### src/rtl/inst_fetch_pkg.sv
// Shared types and constants for the instruction-fetch stage.
package inst_fetch_pkg;

  // Fetch sequencer states: WAIT primes the ROM after reset, RUN presents
  // instructions, FLUSH squashes the sequential word fetched under a redirect.
  typedef enum logic [1:0] {
    ST_WAIT  = 2'd0,
    ST_RUN   = 2'd1,
    ST_FLUSH = 2'd2
  } fetch_state_e;

  localparam int INST_W         = 32;  // instruction word width
  localparam int CNT_W          = 32;  // accepted-instruction counter width
  localparam int BR_OFF_W       = 16;  // branch immediate (word offset) width
  localparam int JMP_IDX_W      = 26;  // jump index field width
  localparam int JMP_REGION_LSB = 28;  // PC bits at and above this are kept on a jump

endpackage

### src/rtl/inst_fetch_npc_calc.sv
// Redirect target and sequential next-PC computation, all relative to the PC
// of the instruction currently presented to the CPU.
module inst_fetch_npc_calc
  import inst_fetch_pkg::*;
#(
  parameter int PC_W = 32
) (
  input  logic [PC_W-1:0]      pc_i,
  input  logic [BR_OFF_W-1:0]  branch_off_i,
  input  logic [JMP_IDX_W-1:0] jump_idx_i,
  input  logic                 branch_en_i,
  input  logic                 jump_en_i,
  output logic [PC_W-1:0]      target_o,
  output logic [PC_W-1:0]      pc_plus4_o
);

  logic [PC_W-1:0] br_disp;
  logic [PC_W-1:0] br_target;
  logic [PC_W-1:0] jmp_target;

  assign pc_plus4_o = pc_i + PC_W'(4);

  // Word offset becomes a sign-extended byte displacement.
  assign br_disp    = {{(PC_W-BR_OFF_W-2){branch_off_i[BR_OFF_W-1]}}, branch_off_i, 2'b00};
  assign br_target  = pc_plus4_o + br_disp;

  // Jump stays inside the 256 MB region of the delay-slot address.
  assign jmp_target = {pc_plus4_o[PC_W-1:JMP_REGION_LSB], jump_idx_i, 2'b00};

  // Jump has priority when both are asserted.
  assign target_o   = jump_en_i   ? jmp_target :
                      branch_en_i ? br_target  : pc_plus4_o;

endmodule

### src/rtl/inst_fetch.sv
// Instruction-fetch stage: owns the PC, addresses a 1-cycle-latency ROM,
// presents instruction + PC to the CPU, applies redirects and holds under stall.
module inst_fetch
  import inst_fetch_pkg::*;
#(
  parameter int              PC_W     = 32,
  parameter int              ROM_AW   = 6,
  parameter logic [PC_W-1:0] RESET_PC = '0
) (
  input  logic                 clk,
  input  logic                 rst,
  input  logic                 stall,
  input  logic                 branch_en,
  input  logic [BR_OFF_W-1:0]  branch_off,
  input  logic                 jump_en,
  input  logic [JMP_IDX_W-1:0] jump_idx,
  output logic [ROM_AW-1:0]    rom_addr,
  input  logic [INST_W-1:0]    rom_data,
  output logic [INST_W-1:0]    Inst_code,
  output logic                 inst_valid,
  output logic [PC_W-1:0]      PC,
  output logic [PC_W-1:0]      PC_plus4,
  output logic [CNT_W-1:0]     inst_count
);

  fetch_state_e      state_q, state_d;
  logic [PC_W-1:0]   pc_f_q, pc_f_d;      // address being fetched
  logic [PC_W-1:0]   pc_d_q, pc_d_d;      // PC of the word now on rom_data
  logic              hold_valid_q, hold_valid_d;
  logic [INST_W-1:0] hold_q;
  logic [CNT_W-1:0]  cnt_q, cnt_d;

  logic [PC_W-1:0]   pc_f_inc;
  logic [PC_W-1:0]   target;
  logic              accept;
  logic              redirect;
  logic              hold_load;

  inst_fetch_npc_calc #(.PC_W(PC_W)) u_npc_calc (
    .pc_i         (pc_d_q),
    .branch_off_i (branch_off),
    .jump_idx_i   (jump_idx),
    .branch_en_i  (branch_en),
    .jump_en_i    (jump_en),
    .target_o     (target),
    .pc_plus4_o   (PC_plus4)
  );

  assign inst_valid = (state_q == ST_RUN);
  assign accept     = inst_valid & ~stall;
  assign redirect   = accept & (branch_en | jump_en);
  assign pc_f_inc   = pc_f_q + PC_W'(4);
  assign hold_load  = inst_valid & stall & ~hold_valid_q;

  assign rom_addr   = pc_f_q[ROM_AW+1:2];
  assign Inst_code  = hold_valid_q ? hold_q : rom_data;
  assign PC         = pc_d_q;
  assign inst_count = cnt_q;

  // Next-state logic for the fetch sequencer, PCs, hold flag and counter.
  always_comb begin
    // NOTE: every variable gets a default first so no path infers a latch.
    state_d      = state_q;
    pc_f_d       = pc_f_q;
    pc_d_d       = pc_d_q;
    hold_valid_d = hold_valid_q;
    cnt_d        = accept ? cnt_q + CNT_W'(1) : cnt_q;

    unique case (state_q)
      ST_WAIT: begin
        pc_f_d  = pc_f_inc;
        pc_d_d  = pc_f_q;
        state_d = ST_RUN;
      end
      ST_RUN: begin
        if (stall) begin
          // PCs freeze; the ROM re-reads pc_f, so the current word must be held.
          if (!hold_valid_q) hold_valid_d = 1'b1;
        end else begin
          pc_f_d       = redirect ? target : pc_f_inc;
          pc_d_d       = pc_f_q;
          hold_valid_d = 1'b0;
          if (redirect) state_d = ST_FLUSH;
        end
      end
      ST_FLUSH: begin
        pc_f_d       = pc_f_inc;
        pc_d_d       = pc_f_q;
        hold_valid_d = 1'b0;
        state_d      = ST_RUN;
      end
      default: state_d = ST_WAIT;
    endcase
  end

  // Control and PC state registers.
  always_ff @(posedge clk or negedge rst) begin
    if (!rst) begin
      // NOTE: sequential state uses non-blocking assignments so all registers update together.
      state_q      <= ST_WAIT;
      pc_f_q       <= RESET_PC;
      pc_d_q       <= RESET_PC;
      hold_valid_q <= 1'b0;
      cnt_q        <= '0;
    end else begin
      state_q      <= state_d;
      pc_f_q       <= pc_f_d;
      pc_d_q       <= pc_d_d;
      hold_valid_q <= hold_valid_d;
      cnt_q        <= cnt_d;
    end
  end

  // Captures the presented word on the first stalled cycle.
  // NOTE: data register left unreset; hold_valid_q gates every use of it.
  always_ff @(posedge clk) begin
    if (hold_load) hold_q <= rom_data;
  end

endmodule
### config.mk
export PLATFORM = sky130hd
export DESIGN_NAME = inst_fetch
export DESIGN_NICKNAME = d
export VERILOG_FILES = /design/src/rtl/inst_fetch_pkg.sv /design/src/rtl/inst_fetch_npc_calc.sv /design/src/rtl/inst_fetch.sv
export SDC_FILE = /design/constraint.sdc
export NUM_CORES = 1
export LEC_CHECK = 0
export ABC_AREA = 1
export ABC_CLOCK_PERIOD_IN_PS = 3600
export CORE_MARGIN = 2
export CORE_UTILIZATION = 67
export CTS_BUF_LIST = sky130_fd_sc_hd__clkbuf_8
export DETAILED_ROUTE_END_ITERATION = 8
export DONT_BUFFER_PORTS = 1
export PLACE_DENSITY = 0.8
export SYNTH_ARGS = -nofsm -noshare
export SYNTH_HDL_FRONTEND = slang
export SYNTH_SLANG_ARGS = --single-unit
### constraint.sdc
create_clock -name clk -period 3.6 [get_ports clk]
set_clock_uncertainty 0.15 [all_clocks]
set_input_delay 0.54 -clock clk [delete_from_list [all_inputs] [get_ports clk]]
set_output_delay 0.54 -clock clk [all_outputs]
set_load 0.005 [all_outputs]
==> impl_metrics.py, run 1 <==
metrics = {
    "place": {
        "gp_congestion": 0.999,
        "place_area_um2": 10100,
        "io_buffers": 0,
        "hpwl_um": 22800,
        "dpl.cell_count": 1617,
    },
    "global_route": {
        "grt_pass1_vias": 8904,
        "grt_first_pass_wirelength_um": 46100,
        "grt_max_degree": 100,
        "antenna_found_initial": 0,
        "overflow": 0,
        "gr-usage-all-layers": 0.373,
    },
    "power_and_ir_drop": {
        "worst_ir_drop_vdd_uv": 474,
        "totalPowerFinal_mw": 7.87,
        "power.leakage_nw": 5.49,
        "power.density_nw_per_um2": 726,
    },
    "setup_path": {
        "arrival_ns": 3.79,
        "start_kind": "flop",
        "critPathMaxFanout": 4,
        "endpoint_kind": "flop",
        "required_ns": 3.79,
        "worst-setup-path-type": "reg2reg",
    },
    "timing": {
        "rsz0062_at_grt": "yes",
        "setup_viol": 0,
        "timing.fmax_mhz": 278,
        "fin_crit_sh": 0.999,
        "period_needed_ns": 3.60,
        "hold_viol": 0,
        "tightestPinTransition_ns": 0.941,
        "slew_headroom": 0.372,
        "drv_slew": 0,
    },
    "synthesis": {
        "synthesis.nets": 1560,
        "yosys_register_bits": 131,
        "syn_area_per_cell_um2": 6.84,
        "synthFlopType": "dfrtp_1",
        "ys_types": 47,
        "synth_edf_count": 32,
        "yosysWarnings": 0,
        "seq_area_frac_synth": 0.349,
        "synth_cells": 1439,
        "syn_area_um2": 9840,
        "synthArstFlopShare": 0.756,
    },
    "floorplanning": {
        "coreArea_um2": 14400,
        "ios": 214,
        "die_area_um2": 15700,
        "rows": 44,
        "fp.dieH_um": 125,
        "dieWidth_um": 125,
        "start_util": 0.682,
    },
    "flow_run": {
        "max-cap-violations": 0,
    },
    "detailed_routing": {
        "wl_per_cell_um": 18.1,
        "drt_iter0_drc": 1341,
        "first_pass_iters": 9,
        "vias": 9896,
        "totalWireLength_um": 30200,
        "drc": 0,
        "ant_nets": 0,
        "avgViaCountPerCell": 5.94,
    },
    "cts": {
        "cts_buffers": 17,
        "clock_latency_ns": 0.46,
        "path_clk_slew_ns": 0.08,
        "numClockSinks": 131,
        "cts_max_level": 4,
        "root_buffer": "clkbuf_8",
        "clock_path_buffers": 2,
        "cts_tree": "done",
    },
    "finish": {
        "final_common_cell": "nand2_1",
        "final_cell_area_um2": 10800,
        "synthToLayoutAreaGrowth_pct": 10.1,
        "final_cell_mix": "530 x nand2_1, 178 x inv_1, 99 x dfrtp_1",
        "final_nets": 1590,
        "final_layout_size_suffix_gt1_frac": 0.0958,
        "final_cells": 1666,
        "n_antenna_cell": 0,
    },
    "worst_hold_path": {
        "hold_path_class": "in2reg",
    },
    "run_status": {
        "outcome": "finished clean",
    },
}
-- per-layer routing --
metal / global-route usage / vias to the layer above / share of wire
met3: 0.0929 / 117 / 0.11
met2: 0.563 / 615 / 0.44
li1: - / 4639 / -
met5: 0 / - / 0
met1: 0.520 / 4525 / 0.40
met4: 0.151 / 0 / 0.046
-- worst max-delay path, cell delays in order (launching register included) --
cell	delay [ns]
dfrtp_1	0.37
ha_2	0.21
nand2_1	0.08
nor2_2	0.11
nand3_2	0.12
nor4_4	0.36
nand2_2	0.16
nor2_4	0.13
nand2_1	0.11
nor2_2	0.12
xor2_1	0.20
ha_1	0.34
a21oi_2	0.18
nor2_1	0.05
nor2_1	0.10
nand2_1	0.06
a21oi_1	0.19
nand3_1	0.12
nand3_1	0.12
nand2_1	0.10
nand2_1	0.08
nand2_1	0.04
-- flip-flops by register name (all words and copies together) (netlist names) --
register,flops
PC,32
hold_q,32
inst_count,32
pc_f_q,32
state_q,2
hold_valid_q,1
-- cell usage after synthesis (9+ instances only) --
cell      instances  area (um2)
a21oi_1          54         270
inv_1           177         664
nor3_1           31         155
ha_1             41         513
edfxtp_1         32         961
clkbuf_1         20        75.1
nand2_1         534        2000
nand4_1          23         144
nor2_1           98         368
xnor2_1          15         131
and2_1            9        56.3
buf_2             9        45.0
dfrtp_1          99        2480
o21ai_0          69         345
nand3_1          79         395
xor2_1           48         420
-- power breakdown --
part           leakage, nW  switching, mW  total [mW]  internal [mW]
Combinational         3.72           2.93        4.31           1.38
Clock                0.187          0.629        1.13          0.501
Sequential            1.59          0.476        2.43           1.96
Total                 5.49           4.04        7.87           3.83
-- area by class of cell --
type                            instances  area [um2]
Inverter                              181         679
Tap cell                              184         230
Sequential cell                       131        3440
Clock inverter                         14         109
Multi-Input combinational cell       1088        5700
Timing Repair Buffer                   50         428
Clock buffer                           18         248
Fill cell                            1127        3590
-- worst paths after layout --
kind,start,endpoint,depth (start not counted),slack [ns]
min in group asynchronous,rst,inst_count[22],2,0.56
max in group asynchronous,rst,pc_f_q[18],2,2.37
setup reg to reg,PC[3],pc_f_q[29],21,0.003
setup / recovery,PC[3],pc_f_q[29],21,0.003
hold reg to reg,pc_f_q[0],PC[0],2,0.34
hold / removal,rom_data[28],hold_q[28],0,0.03
-- cell families (layout without fill, tap and decap cells) --
| logic type | Yosys count | in the layout | share of synthesized area |
|---|---|---|---|
| fa+ha+maj | 42 | 42 | 0.0542 |
| compound gates | 154 | 154 | 0.0850 |
| xor+xnor | 64 | 64 | 0.0577 |
| simple gates | 828 | 828 | 0.366 |
| flops | 131 | 131 | 0.349 |
| buf+inv | 220 | 263 | 0.0881 |
-- repair_timing --
item	CTS	global route
endpoints found under the hold margin	99	12
hold buffers	2	12
setup endpoints to repair	0	17
buffers inserted	0	3
resized for setup	0	39
-- through the flow --
stage | hold slack (ns) | TNS (ns) | setup slack, ns | util
6_report | 0.0291 | 0 | 0.00321 | 0.751
5_1_grt | 0.00626 | -0.938 | -0.146 | 0.751
3_3_place_gp | 0.0963 | 0 | 0.102 | 0.704
4_1_cts | 0.00871 | 0 | 0.0571 | 0.731
3_5_place_dp | 0.0961 | 0 | 0.0894 | 0.704
2_1_floorplan | 0.0944 | 0 | 0.446 | -
Note: power is estimated with default switching activity, not from simulation.
==> inputs of run 2 (changes only) <==
--- a/config.mk
+++ b/config.mk
@@ -10,9 +10,10 @@
 export CORE_MARGIN = 2
 export CORE_UTILIZATION = 67
 export CTS_BUF_LIST = sky130_fd_sc_hd__clkbuf_8
+export CTS_CLUSTER_DIAMETER = 60
 export DETAILED_ROUTE_END_ITERATION = 8
 export DONT_BUFFER_PORTS = 1
-export PLACE_DENSITY = 0.8
+export PLACE_DENSITY = 0.93
 export SYNTH_ARGS = -nofsm -noshare
 export SYNTH_HDL_FRONTEND = slang
 export SYNTH_SLANG_ARGS = --single-unit
==> run 2 against run 1 <==
- via count shrank 1.8%
- total power grew 0.45%
- core utilization shrank 1.0 points
- cell area shrank 1.4%
- critical path depth is the same
- flip-flop and latch count is the same
- combinational power shrank 5.8%
- worst hold slack lost 0.0076 ns
- first-iteration DRC count shrank 8.7%
==> impl_metrics.py, run 2 (same netlist as run 1, synthesis figures left out) <==
metrics = {
    "finish": {
        "n_antenna_cell": 0,
        "final_layout_size_suffix_gt1_frac": 0.0839,
        "final_cells": 1650,
        "final_cell_mix": "531 x nand2_1, 178 x inv_1, 99 x dfrtp_1",
        "n_fill_cell": 1194,
        "final_cell_area_um2": 10700,
        "final_core_util": 0.741,
        "final_common_cell": "nand2_1",
        "final_nets": 1574,
        "synthToLayoutAreaGrowth_pct": 8.57,
    },
    "cts": {
        "clock_latency_ns": 0.45,
        "numClockSinks": 131,
        "path_clk_slew_ns": 0.09,
        "cts_tree": "done",
        "cts_buffers": 17,
        "cts_max_level": 4,
        "root_buffer": "clkbuf_8",
        "clock_path_buffers": 2,
    },
    "timing": {
        "final.setup.tns_ns": 0,
        "hold_viol": 0,
        "tightestPinTransition_ns": 0.901,
        "slew_headroom": 0.399,
        "fin_crit_sh": 0.948,
        "setup_viol": 0,
        "timing.fmax_mhz": 293,
        "drv_slew": 0,
        "period_needed_ns": 3.41,
        "fin_ws_ns": 0.188,
        "fin_hold_ws_ns": 0.0216,
    },
    "place": {
        "gp_congestion": 1.10,
        "place_area_um2": 10100,
        "pre_cts_ws_ns": 0.134,
        "io_buffers": 0,
        "hpwl_um": 22000,
        "dpl.cell_count": 1613,
    },
    "global_route": {
        "gr-usage-all-layers": 0.361,
        "grt_first_pass_wirelength_um": 45000,
        "overflow": 0,
        "grt_max_degree": 100,
        "grt_pass1_vias": 8755,
        "antenna_found_initial": 0,
    },
    "flow_run": {
        "max-cap-violations": 0,
    },
    "floorplanning": {
        "start_util": 0.682,
        "fp.dieH_um": 125,
        "coreArea_um2": 14400,
        "die_area_um2": 15700,
        "rows": 44,
        "dieWidth_um": 125,
        "ios": 214,
    },
    "detailed_routing": {
        "first_pass_iters": 6,
        "drc": 0,
        "vias": 9714,
        "wl_per_cell_um": 17.5,
        "totalWireLength_um": 28900,
        "ant_nets": 0,
        "drt_iter0_drc": 1225,
        "avgViaCountPerCell": 5.89,
    },
    "setup_path": {
        "crit_start": "PC[8]",
        "critPathMaxFanout": 5,
        "r2r_setup_slack_ns": 0.19,
        "worst-setup-path-type": "reg2reg",
        "arrival_ns": 3.60,
        "required_ns": 3.79,
        "start_kind": "flop",
        "r2r-start": "PC[8]",
        "endpoint_kind": "flop",
    },
    "power_and_ir_drop": {
        "power.density_nw_per_um2": 740,
        "worst_ir_drop_vdd_uv": 516,
        "power.leakage_nw": 5.45,
        "totalPowerFinal_mw": 7.91,
    },
    "run_status": {
        "outcome": "finished clean",
    },
    "worst_hold_path": {
        "hold_path_class": "in2reg",
        "min_from": "rom_data[16]",
    },
}
[run 2: changes by cell type in the layout (fill, tap and decap cells not counted), moves of 3 or more]
cell           change
a21oi_1            +3
a21oi_2            -3
buf_4              -4
bufinv_16          +4
clkinv_4           -4
dlygate4sd3_1     -12
ha_1               +4
inv_6              +3
nor2_1             +4
nor2_2             -3
o21ai_0            +4
o21ai_1            -4
xor2_1             +3
xor2_2             -3
[run 2: metal layers]
| layer | global-route usage | vias up | part of all wire |
|---|---|---|---|
| li1 | - | 4601 | - |
| met1 | 0.513 | 4452 | 0.41 |
| met2 | 0.554 | 593 | 0.45 |
| met3 | 0.0830 | 68 | 0.11 |
| met4 | 0.111 | 0 | 0.029 |
| met5 | 0 | - | 0 |
[run 2: path summary, 6_finish.rpt]
| path | end | cells after the start |
|---|---|---|
| min | hold_q[16] | 0 |
| min reg2reg | inst_count[31] | 1 |
| min in group asynchronous | PC[25] | 2 |
| max | pc_f_q[25] | 21 |
| max in group asynchronous | pc_f_q[9] | 2 |
| max reg2reg | pc_f_q[25] | 21 |
[run 2: critical path, cell delays in order (launching register included)]
cell and delay, ns:
dfrtp_1 0.43, nand2_1 0.13, nor2_1 0.21, nand3_2 0.15, nor4_4 0.20, nand2_2 0.12, nor2_4 0.16, nand2_1 0.10
xor2_1 0.15, inv_1 0.09, ha_1 0.36, nand2_1 0.12, inv_1 0.06, nand2_1 0.09, nor3_1 0.22, nand3_1 0.15
nand3_1 0.11, nand2_1 0.06, nand3_1 0.07, nand2_1 0.07, nand2_1 0.07, nand2_1 0.05
[run 2: where the power goes]
part           switching [mW]  internal, mW
Sequential              0.494          1.96
Combinational            2.78          1.28
Clock                   0.634         0.762
[run 2: layout make-up]
type	instances	area (um2)	share of cell area
clock buffer	17	234	0.0219
clock inverter	15	204	0.0191
inverter	181	679	0.0636
multi-input combinational	1088	5620	0.526
sequential	131	3440	0.322
tap	184	230	0.0215
timing repair buffer	34	278	0.0260
[run 2: repair_timing]
item / 4_1_cts / 5_1_grt
gates resized for setup: 0 / 18
hold endpoints to repair: 99 / 0
buffers inserted: 0 / 3
endpoints found under the setup margin: 0 / 14
hold buffers: 2 / 0
==> inputs of run 3 (changes only) <==
--- a/config.mk
+++ b/config.mk
@@ -13,6 +13,7 @@
 export CTS_CLUSTER_DIAMETER = 60
 export DETAILED_ROUTE_END_ITERATION = 8
 export DONT_BUFFER_PORTS = 1
+export MAX_ROUTING_LAYER = met4
 export PLACE_DENSITY = 0.93
 export SYNTH_ARGS = -nofsm -noshare
 export SYNTH_HDL_FRONTEND = slang
==> run 3 against run 2 <==
- sequential power barely moved
- first-iteration DRC count fell by 15%
- global-route usage rose by 0.39 points
- cell count fell by 0.18%
- critical endpoint is now pc_f_q[27]
- highest routed layer unchanged
==> impl_metrics.py, run 3 (same netlist as run 1, synthesis figures left out) <==
metrics = {
    "finish": {
        "seqCellArea_um2": 3440,
        "synthToLayoutAreaGrowth_pct": 7.61,
        "n_antenna_cell": 0,
        "final_cell_mix": "531 x nand2_1, 181 x inv_1, 99 x dfrtp_1",
        "final_nets": 1571,
        "final_common_cell": "nand2_1",
        "n_fill_cell": 1208,
        "multiInputGateArea_um2": 5620,
        "final_cell_area_um2": 10600,
        "final_core_util": 0.734,
        "final_cells": 1647,
        "final_layout_size_suffix_gt1_frac": 0.0786,
    },
    "worst_hold_path": {
        "hold_path_class": "in2reg",
    },
    "setup_path": {
        "start_kind": "flop",
        "crit_path_top_delay_cell": "ha_1",
        "path_delay_family": "simple AND/OR/NAND/NOR gates",
        "worst-setup-path-type": "reg2reg",
        "endpoint_kind": "flop",
        "path_buf_inv": 2,
        "required_ns": 3.76,
        "arrival_ns": 3.55,
        "cp_cell_sequence": "buf_4 -> nand2_1 -> nor2_1 -> nand2_1 -> nor3_1 -> nand3_1 -> nor2_1 -> xor2_1 -> inv_1 -> ha_1 -> nand2_2 -> nor2_2 -> nand2_1 -> nor2_1 -> nand2_1 -> nand3_1 -> nand2_1 -> nand3_1 -> nand2_1 -> nand2_1 -> nand2_1",
        "cpPeakStageDelay_ns": 0.39,
        "cp_common_cell": "nand2_1",
        "critPathMaxFanout": 5,
    },
    "cts": {
        "clock_latency_ns": 0.42,
        "root_buffer": "clkbuf_8",
        "cts_max_level": 4,
        "numClockSinks": 131,
        "cts_buffers": 17,
        "clock_path_buffers": 2,
        "path_clk_slew_ns": 0.08,
        "cts_tree": "done",
    },
    "floorplanning": {
        "fp.dieH_um": 125,
        "start_util": 0.682,
        "coreArea_um2": 14400,
        "die_area_um2": 15700,
        "ios": 214,
        "dieWidth_um": 125,
        "rows": 44,
    },
    "place": {
        "io_buffers": 0,
        "hpwl_um": 21800,
        "gp_congestion": 1.04,
        "dpl.cell_count": 1612,
        "place_area_um2": 10100,
        "pre_cts_ws_ns": 0.176,
    },
    "global_route": {
        "gr-usage-all-layers": 0.364,
        "grt_first_pass_wirelength_um": 44300,
        "grt_pass1_vias": 8882,
        "overflow": 0,
        "grt_max_degree": 100,
        "antenna_found_initial": 0,
    },
    "timing": {
        "timing.fmax_mhz": 295,
        "fin_hold_ws_ns": 0.0597,
        "setup_viol": 0,
        "rsz0062_at_grt": "yes",
        "period_needed_ns": 3.38,
        "hold_viol": 0,
        "drv_slew": 0,
        "tightestPinTransition_ns": 0.898,
        "fin_crit_sh": 0.940,
        "final.setup.tns_ns": 0,
        "fin_ws_ns": 0.216,
        "slew_headroom": 0.401,
    },
    "power_and_ir_drop": {
        "power.density_nw_per_um2": 723,
        "totalPowerFinal_mw": 7.66,
        "power.leakage_nw": 5.42,
        "worst_ir_drop_vdd_uv": 545,
    },
    "detailed_routing": {
        "drc": 0,
        "first_pass_iters": 5,
        "totalWireLength_um": 28200,
        "avgViaCountPerCell": 5.82,
        "vias": 9593,
        "drt_iter0_drc": 1046,
        "ant_nets": 0,
        "wl_per_cell_um": 17.1,
    },
    "run_status": {
        "outcome": "finished clean",
    },
    "flow_run": {
        "max-cap-violations": 0,
    },
}
run 3: final timing paths:
kind	start	end	slack (ns)	cells after the start
worst max-delay path	PC[3]	pc_f_q[27]	0.22	21
worst min-delay path	rom_data[31]	hold_q[31]	0.06	0
worst max register to register	PC[3]	pc_f_q[27]	0.22	21
worst min register to register	pc_f_q[0]	PC[0]	0.34	2
max in group asynchronous	rst	pc_f_q[10]	2.30	2
min in group asynchronous	rst	pc_f_q[18]	0.64	2
run 3: layout make-up:
class | count | area share
Sequential cell | 131 | 0.325
Tap cell | 184 | 0.0217
Inverter | 181 | 0.0641
Multi-Input combinational cell | 1088 | 0.530
Timing Repair Buffer | 31 | 0.0241
Clock buffer | 18 | 0.0234
Clock inverter | 14 | 0.0118
run 3: worst reg2reg max path: stages, from the launching register on:
cell and delay (ns):
dfrtp_1 0.36, buf_4 0.13, nand2_1 0.07, nor2_1 0.11, nand2_1 0.08, nor3_1 0.22
nand3_1 0.27, nor2_1 0.19, xor2_1 0.20, inv_1 0.10, ha_1 0.39, nand2_2 0.13
nor2_2 0.15, nand2_1 0.11, nor2_1 0.11, nand2_1 0.10, nand3_1 0.10, nand2_1 0.05
nand3_1 0.07, nand2_1 0.08, nand2_1 0.06, nand2_1 0.04
run 3: power by group:
group          internal [mW]  switching (mW)  leakage, nW
Sequential              1.96           0.505         1.59
Clock                  0.619           0.557        0.207
Combinational           1.28            2.74         3.63
run 3: layer usage:
metal	vias up	global-route usage	part of all wire	routed length [um]
met2	534	0.549	0.45	12700
li1	4611	-	-	-
met3	57	0.0843	0.12	3260
met5	-	-	0	0
met1	4391	0.490	0.41	11500
met4	0	0.123	0.029	824
run 3: what timing repair did:
item	in CTS	in global routing
setup endpoints to repair	0	11
setup buffers	0	1
gates resized for setup	0	15
hold buffers	2	0
hold endpoints to repair	99	0
